==> config.mk <==
export PLATFORM = sky130hd
export DESIGN_NAME = odd_clk_div3_flat
export DESIGN_NICKNAME = d
export VERILOG_FILES = /design/src/rtl/div3_pkg.sv /design/src/rtl/odd_clk_div3_if.sv /design/src/rtl/div3_cnt.sv /design/src/rtl/odd_clk_div3.sv /design/src/flat_wrapper.sv
export SDC_FILE = /design/constraint.sdc
export NUM_CORES = 1
export LEC_CHECK = 0
export ABC_AREA = 1
export BUFFER_PORTS_ARGS = -buffer_cell sky130_fd_sc_hd__buf_2
export CAP_MARGIN = 5
export CORE_AREA = 2 2 39 41
export DETAILED_ROUTE_END_ITERATION = 8
export DIE_AREA = 0 0 41 43
export PLACE_DENSITY_LB_ADDON = 0.12
export SYNTH_ARGS = -nofsm -noshare
export SYNTH_HDL_FRONTEND = slang
export SYNTH_HIERARCHICAL = 1
export SYNTH_SLANG_ARGS = --single-unit
==> constraint.sdc <==
create_clock -name clk -period 1.59 [get_ports clk]
set_input_delay 0.0795 -clock clk [delete_from_list [all_inputs] [get_ports clk]]
set_output_delay 0.0795 -clock clk [all_outputs]
set_load 0.03 [all_outputs]
==> src/rtl/div3_pkg.sv <==
// ============================================================================
// Module   : div3_pkg
// Purpose  : Shared constants and helpers for the odd-ratio 50% duty divider.
// Revision : 1.0
// ============================================================================
`default_nettype none

package div3_pkg;

   localparam int DIV_N_DEFAULT = 3;

   // Counter width for a mod-n counter; never less than one bit.
   function automatic int cnt_width(input int n);
      return (n <= 2) ? 1 : $clog2(n);
   endfunction

   // Length of the shorter and longer part of the period, in whole clk cycles.
   function automatic int half_lo(input int n);
      return (n - 1) / 2;
   endfunction

   function automatic int half_hi(input int n);
      return (n + 1) / 2;
   endfunction

endpackage

`default_nettype wire

==> src/rtl/odd_clk_div3_if.sv <==
// ============================================================================
// Module   : odd_clk_div3_if
// Purpose  : Divided-clock output bundle (optional locked with DIV3_LOCK_EN).
// Revision : 1.0
// ============================================================================
`default_nettype none

interface odd_clk_div3_if;

   logic clk_out3_or;
   logic clk_out3_xor;
   logic clk_out3_and;
`ifdef DIV3_LOCK_EN
   logic locked;
`endif

   modport master (
      output clk_out3_or,
      output clk_out3_xor,
`ifdef DIV3_LOCK_EN
      output locked,
`endif
      output clk_out3_and
   );

   modport slave (
      input clk_out3_or,
      input clk_out3_xor,
`ifdef DIV3_LOCK_EN
      input locked,
`endif
      input clk_out3_and
   );

endinterface

`default_nettype wire

==> src/rtl/div3_cnt.sv <==
// ============================================================================
// Module   : div3_cnt
// Purpose  : Mod-DIV_N counter with synchronous reset; exposes cnt and cnt_next.
// Revision : 1.0
// ============================================================================
`default_nettype none

module div3_cnt
   import div3_pkg::*;
#(
   parameter int DIV_N = DIV_N_DEFAULT,
   parameter int CW    = cnt_width(DIV_N)
) (
   input  wire logic          clk,
   input  wire logic          rst,
   output logic [CW-1:0]      cnt,
   output logic [CW-1:0]      cnt_next
);

   localparam logic [CW-1:0] C_MAX = CW'(DIV_N - 1);
   localparam logic [CW-1:0] C_ONE = CW'(1);

   always_comb begin
      cnt_next = (cnt == C_MAX) ? '0 : cnt + C_ONE;
   end

   always_ff @(posedge clk) begin
      if (rst) begin
         cnt <= '0;
      end else begin
         cnt <= cnt_next;
      end
   end

endmodule

`default_nettype wire

==> src/rtl/odd_clk_div3.sv <==
// ============================================================================
// Module   : odd_clk_div3
// Purpose  : Odd-ratio 50% duty clock divider with OR, XOR and AND schemes.
//            Optional locked output when DIV3_LOCK_EN is defined.
// Revision : 1.0
// ============================================================================
`default_nettype none

module odd_clk_div3
   import div3_pkg::*;
#(
   parameter int DIV_N = DIV_N_DEFAULT
) (
   input  wire logic          clk,
   input  wire logic          rst,
   odd_clk_div3_if.master     div_if
);

   localparam int            CW   = cnt_width(DIV_N);
   localparam logic [CW-1:0] C_H  = CW'(half_lo(DIV_N));
   localparam logic [CW-1:0] C_HP = CW'(half_hi(DIV_N));
   localparam logic [CW-1:0] C_MAX = CW'(DIV_N - 1);

   generate
      if ((DIV_N < 3) || ((DIV_N % 2) == 0)) begin : g_bad_div_n
         $error("odd_clk_div3: DIV_N must be odd and >= 3");
      end
   endgenerate

   logic [CW-1:0] cnt;
   logic [CW-1:0] cnt_next;

   div3_cnt #(
      .DIV_N (DIV_N),
      .CW    (CW)
   ) u_cnt (
      .clk      (clk),
      .rst      (rst),
      .cnt      (cnt),
      .cnt_next (cnt_next)
   );

   logic p_or, n_or;
   logic p_and, n_and;
   logic t_p, t_n;

   // Posedge halves: each scheme looks at the count that is about to be loaded.
   always_ff @(posedge clk) begin
      if (rst) begin
         p_or  <= 1'b0;
         p_and <= 1'b0;
         t_p   <= 1'b0;
      end else begin
         p_or  <= (cnt_next < C_H);
         p_and <= (cnt_next < C_HP);
         if (cnt == C_MAX) begin
            t_p <= ~t_p;
         end
      end
   end

   // Negedge halves delay the posedge flops by half a cycle, giving the x.5 high time.
   always_ff @(negedge clk) begin
      if (rst) begin
         n_or  <= 1'b0;
         n_and <= 1'b0;
         t_n   <= 1'b0;
      end else begin
         n_or  <= p_or;
         n_and <= p_and;
         if (cnt == C_H) begin
            t_n <= ~t_n;
         end
      end
   end

   assign div_if.clk_out3_or  = p_or | n_or;
   assign div_if.clk_out3_and = p_and & n_and;
   assign div_if.clk_out3_xor = t_p ^ t_n;

`ifdef DIV3_LOCK_EN
   logic locked_r;

   always_ff @(posedge clk) begin
      if (rst) begin
         locked_r <= 1'b0;
      end else if (cnt == C_MAX) begin
         locked_r <= 1'b1;
      end
   end

   assign div_if.locked = locked_r;
`endif

endmodule

`default_nettype wire

==> src/flat_wrapper.sv <==
// flat-port wrapper written by rule: the top's interface ports become plain ports
module odd_clk_div3_flat import div3_pkg::*;
#(
   parameter int DIV_N = DIV_N_DEFAULT
)
  (clk, rst, div_if_clk_out3_or, div_if_clk_out3_xor, div_if_clk_out3_and);
  odd_clk_div3_if div_if_i ();
  input  wire logic clk;
  input  wire logic rst;
  output wire logic [$bits(div_if_i.clk_out3_or)-1:0] div_if_clk_out3_or;
  output wire logic [$bits(div_if_i.clk_out3_xor)-1:0] div_if_clk_out3_xor;
  output wire logic [$bits(div_if_i.clk_out3_and)-1:0] div_if_clk_out3_and;
  assign div_if_clk_out3_or = div_if_i.clk_out3_or;
  assign div_if_clk_out3_xor = div_if_i.clk_out3_xor;
  assign div_if_clk_out3_and = div_if_i.clk_out3_and;
  odd_clk_div3 #(.DIV_N(DIV_N)) u_core (.clk(clk), .rst(rst), .div_if(div_if_i));
endmodule
==> results of run 1 <==
-- per-layer routing --
layer  share of wire [%]  GRT usage, %  vias to the layer above
li1                    -             -                      132
met1                  44          10.4                      102
met5                   0             0                        -
met2                  47          11.9                        7
met3                 8.7          9.42                        0
met4                   0             0                        0
-- stage by stage --
| stage | std cells | setup WS [ns] | area, um2 |
|---|---|---|---|
| finish | 66 | -0.246 | 405 |
| global route | 66 | -0.296 | 405 |
| CTS | 66 | -0.252 | 405 |
| detailed placement | 60 | 0.00545 | 349 |
| global placement | 60 | 0.0163 | 349 |
| floorplan | 38 | 0.00950 | 294 |
-- kinds of logic (layout without fill, tap and decap cells) --
logic type	after synthesis	count (layout)	share of synthesized area, %
AO/OA/AOI/OAI	2	2	3.49
XOR/XNOR	1	1	3.06
buffers and inverters	11	23	14.4
flip-flops	8	8	55.9
AND/OR/NAND/NOR	16	16	23.1
-- power breakdown --
part | total, mW | internal, mW | switching [mW]
Combinational | 0.0813 | 0.0376 | 0.0437
Sequential | 0.229 | 0.218 | 0.0117
Clock | 0.198 | 0.106 | 0.0914
Total | 0.509 | 0.362 | 0.147
-- cell usage in the layout, fill, tap and decap left out, drive strengths merged --
master / netlist / routed
nand2: 5 / 5
dfxtp: 8 / 8
or2: 1 / 1
nand3: 2 / 2
inv: 11 / 13
nor3: 1 / 1
a21oi: 2 / 2
xor2: 1 / 1
nor2: 7 / 7
buf: 0 / 6
clkbuf: 0 / 4
-- cell usage after synthesis (all sizes together) --
cell / number
nand2: 5
nand3: 2
inv: 11
xor2: 1
a21oi: 2
dfxtp: 8
nor2: 7
nor3: 1
or2: 1
-- worst paths after layout --
check,start,end,slack (ns)
setup / recovery,u_core/n_or$_SDFF_NP0_,div_if_clk_out3_or,-0.25
hold / removal,rst,u_core/u_cnt/cnt[1]$_SDFF_PP0_,0.07
setup reg to reg,u_core/u_cnt/cnt[0]$_SDFF_PP0_,u_core/t_n$_SDFFE_NP0N_,0.16
hold reg to reg,u_core/u_cnt/cnt[0]$_SDFF_PP0_,u_core/u_cnt/cnt[1]$_SDFF_PP0_,0.52
-- cell type report --
class	instances	area, um2
clock buffers	4	26.3
clock inverters	3	11.3
fillers	162	978
inverters	10	37.5
multi-input cells	19	95.1
flip-flops and latches	8	161
well taps	16	20.0
repair buffers	6	53.8
-- registers in the layout (all words and copies together), names as in the netlist --
register	count
u_core/t_n	1
u_core/n_and	1
u_core/u_cnt/cnt	2
u_core/t_p	1
u_core/p_or	1
u_core/p_and	1
u_core/n_or	1
-- repair_timing --
item / 4_1_cts / 5_1_grt
pin swaps: 1 / 0
setup buffers: 0 / 0
resized for setup: 8 / 0
endpoints found under the setup margin: 3 / 3
==> results.md, run 1 <==
- Slew Viols, Final: 0
- Failing checks: setup timing
- Slew headroom: 88.7%
- Post-DP HPWL: 374 um
- Pre-Repair DR Iteration Count: 2
- Slowest-stage cell, CP: dfxtp_1
- Worst skew pair latency: 0.31 ns
- Tightest Hold Check Type: in -> reg
- Critical path data required time: 1.51 ns
- Mapped Area: ~290 um2
- Synthesized area per cell: 7.54 um2
- Yosys warnings: 6
- Area Overhead vs Synth: 41.5%
- Total number of vias: 241
- Final setup viols: 3
- Synth Register Bits: 8
- Worst setup margin: -0.246 ns
- Core area: 0.00138 mm2
- Cell taking the most area after synthesis: dfxtp_1
- Total length of routed wires: 530 um
- Routed WL per cell: 8.03 um
- Effective utilization at floorplan: roughly 21%
- Synth top area share: 55.9%
- Root Buffer: clkbuf_4
- Die X: ~40 um
- Clock-pin slew of the registers on the worst-case setup and hold paths: 0.06 ns
- Die Footprint: 0.00176 mm2
- R2R cell count: 3
- Synth cell types: 9
- WHS: 0.0717 ns
- Vert. Die Dim: 43 um
- Pin count of the biggest net entering global routing: 8
- Number of max-cap violations: 0
- CP top delay family: flip-flops
- Critical path class: reg -> out
- RSZ-0062 raised after global routing: true
- Routability Congestion: 0.625
- TritonCTS buffer count: 3
- Ant. Diodes: 0
- Max Buffers Root-to-Sink: 2
- Status: complete, but fails checks
- Initial DRC count: 3
- Leak Pwr: 0.219 nW
- CP startpoint kind: flip-flop
- Total negative slack: -0.582 ns
- Num Clock Sinks: 8
- Worst path depth: 2
- Final Hold Vio Count: 0
- Cells after Synth: 38
- Dominant cells by area after synthesis: dfxtp_1 56%, inv_1 14%, nor2_1 9.2%
- Overall power: slightly above 0.5 mW
- Cells along the critical path: or2_4, buf_6
- H-tree levels: 1
- Layout Skew: 0.0560 ns
- Crit-path max cell delay: 0.29 ns
- First-pass GRT wire length: 979 um
- Vias in the first global route: 248
- Critical Path Fanout Max: 1
- Vias/cell: 3.65
- Syn nets: 40
- CTS tree: built
- Final Util: 29.3%
- Io pins: 5
- Critical path data arrival time: 1.76 ns
- CP bufs+invs: 1
- Initial antenna violation count: 0
- # rows: 14
- Maximum vdd drop: 0.500 mV
- Sequential fraction of the synthesis area: between 50% and 60%
- Detailed-route DRC error count: 0
- Min-Delay Path Depth: 2
- Share of layout cells above drive strength 1: 24.0%
- P per Cell Area: roughly 1300 mW/mm2
- ANT nets after route: 0
- GRT overflow: 0
- Input/output buffers: 4
- Measured slew at the worst slew-check pin: 0.170 ns
- Nets: 53
- CTS Hold Buffers Added: 0
- Worst Setup End Kind: output port
- GRT Util Overall: 8.87%
No activity file was read; power rests on OpenSTA's default activity.
==> inputs of run 2 (changes only) <==
==> constraint.sdc (replaced) <==
create_clock -name clk -period 1.59 [get_ports clk]
set_input_delay 0.318 -clock clk [delete_from_list [all_inputs] [get_ports clk]]
set_output_delay 0.318 -clock clk [all_outputs]
set_load 0.03 [all_outputs]
==> run 2 against run 1 <==
Net effect: clock power is 3% lower; die area stayed put; worst hold slack better by 0.23 ns; highest routed layer is now met4; sequential power hardly changed; sequential share of layout area hardly changed; combinational power is 3.0% lower; wire length is 15% lower; largest power group unchanged; the run still ends with setup timing left.
==> results.md, run 2 (synthesis gave the netlist of run 1 again) <==
- Commonest non-fill, non-tap cell in the layout: inv_1
- Reg2reg setup slack: 0.12 ns (-0.04 ns)
- Measured slew at the worst slew-check pin: 0.238 ns (+0.0682 ns)
- Effective utilization at floorplan: 20.7% (unchanged)
- Maximum vdd drop: 0.363 mV (-27%)
- Slowest-stage cell, CP: dfxtp_1
- CP top delay family: flip-flops
- Detailed-route DRC error count: 0 (unchanged)
- Io pins: 5 (unchanged)
- Pin count of the biggest net entering global routing: 8 (unchanged)
- Pre-Repair DR Iteration Count: 2 (unchanged)
- Postcts setup bufs: 0 (unchanged)
- Core area: 0.00138 mm2 (unchanged)
- Pre-CTS WS: -0.203 ns (-0.209 ns)
- ANT nets after route: 0 (unchanged)
- # rows: 14 (unchanged)
- Failing checks: setup timing
- Fill cell count: 155 (-4.3%)
- Critical path class: reg -> out
- Clock-pin slew of the registers on the worst-case setup and hold paths: 0.06 ns (about the same)
- Area Overhead vs Synth: 43.7%
- RSZ-0062 raised after global routing: true
- Root Buffer: clkbuf_4
- GRT Util Overall: 7.35% (-1.5 points)
- Routability Congestion: 0.653 (+4.4%)
- Cell count after placement: 59 (-1.7%)
- Post-route insts no fill: 65 (-1.5%)
- CP bufs+invs: 1 (unchanged)
- P per Cell Area: 1220 mW/mm2 (-2.4%)
- Ant. Diodes: 0 (unchanged)
- Initial DRC count: 2 (-1)
- Vias in the first global route: 214 (-14%)
- Critical path data arrival time: 1.75 ns (about the same)
- CTS tree: built
- FF-to-FF Start: u_core/u_cnt/cnt[1]$_SDFF_PP0_
- Register bank with the most flops: u_core/u_cnt/cnt
- Tightest Hold Check Type: in -> reg
- Final Hold Vio Count: 0 (unchanged)
- Worst Setup End Kind: output port
- Layout Skew: 0.0557 ns (-0.000310 ns)
- Cells along the critical path: or2_4, buf_6
- Overall power: 0.504 mW (-0.89%)
- Vert. Die Dim: 43 um (unchanged)
- Slew Viols, Final: 0 (unchanged)
- GRT overflow: 0 (unchanged)
- Slew headroom: 84.1% (-4.6 points)
- Post-DP HPWL: 354 um (-5.3%)
- Vias/cell: 3.66 (+0.27%)
- Die Footprint: 0.00176 mm2 (unchanged)
- Max Buffers Root-to-Sink: 2 (unchanged)
- Min-delay src: rst
- Worst setup margin: -0.476 ns (-0.230 ns)
- Initial antenna violation count: 0 (unchanged)
- Final setup viols: 3 (unchanged)
- Worst skew pair latency: 0.31 ns (about the same)
- Critical Path Fanout Max: 1 (unchanged)
- Max FFs per register: 2 (unchanged)
- CP startpoint kind: flip-flop
- Share of layout cells above drive strength 1: 24.5% (+0.49 points)
- First-pass GRT wire length: 772 um (-21%)
- Final Util: 29.7% (+0.45 points)
- Critical path startpoint: u_core/n_or$_SDFF_NP0_
- Leak Pwr: 0.213 nW (-2.5%)
- TritonCTS buffer count: 3 (unchanged)
- H-tree levels: 1 (unchanged)
- Crit-path max cell delay: 0.29 ns (about the same)
- Total number of vias: 238 (-1.2%)
- Total length of routed wires: 452 um (-15%)
- Nets: 52 (-1.9%)
- Die X: 41 um (unchanged)
- Total negative slack: -1.29 ns (-0.708 ns)
- Input/output buffers: 4 (unchanged)
- Status: complete, but fails checks
- Number of max-cap violations: 0 (unchanged)
- Most frequent cells in the layout: 12 x inv_1, 7 x nor2_1, 7 x dfxtp_1
- Num Clock Sinks: 8 (unchanged)
- Critical path data required time: 1.27 ns (-0.24 ns)
- Routed WL per cell: 6.95 um (-13%)
==> run 2: what timing repair did <==
action / 4_1_cts / 5_1_grt
setup endpoints to repair: 3 / 3
hold buffers: 0 / 0
hold endpoints to repair: 0 / 0
pin swaps: 1 / 0
gates resized for setup: 6 / 0
==> run 2: path summary, 6_finish.rpt <==
| kind | to | cells after the start |
|---|---|---|
| min reg2reg | u_core/u_cnt/cnt[1]$_SDFF_PP0_ | 2 |
| max | div_if_clk_out3_or | 2 |
| min | u_core/u_cnt/cnt[1]$_SDFF_PP0_ | 2 |
| max reg2reg | u_core/t_n$_SDFFE_NP0N_ | 3 |
==> run 2: where the power goes <==
part           total [mW]  internal [mW]  switching, mW
logic              0.0789         0.0382         0.0407
registers           0.232          0.217         0.0144
clock network       0.193          0.106         0.0870
total               0.504          0.362          0.142
==> run 2: per-layer routing <==
| layer | vias to the layer above | share of wire [%] | wire (um) | GRT usage [%] |
|---|---|---|---|---|
| met5 | - | 0 | 0 | 0 |
| met4 | 0 | 2.2 | 10 | 10.0 |
| met3 | 2 | 4.9 | 22 | 3.14 |
| met2 | 3 | 48 | 216 | 8.44 |
| met1 | 103 | 45 | 203 | 8.12 |
| li1 | 130 | - | - | - |
==> run 2: layout make-up <==
class                   instances  area (um2)  area share (%)
clock buffers                   4        26.3            6.38
flip-flops and latches          8         164            39.8
clock inverters                 3        11.3            2.74
multi-input cells              19         106            25.8
repair buffers                  5        46.3            11.2
inverters                      10        37.5            9.12
well taps                      16        20.0            4.86
==> run 2: stage by stage <==
| step | cell area (um2) | hold slack (ns) |
|---|---|---|
| after global routing | 412 | 0.320 |
| after floorplan | 312 | 0.390 |
| final | 412 | 0.301 |
| after detailed placement | 359 | 0.516 |
| after CTS | 412 | 0.300 |
| after global placement | 359 | 0.510 |
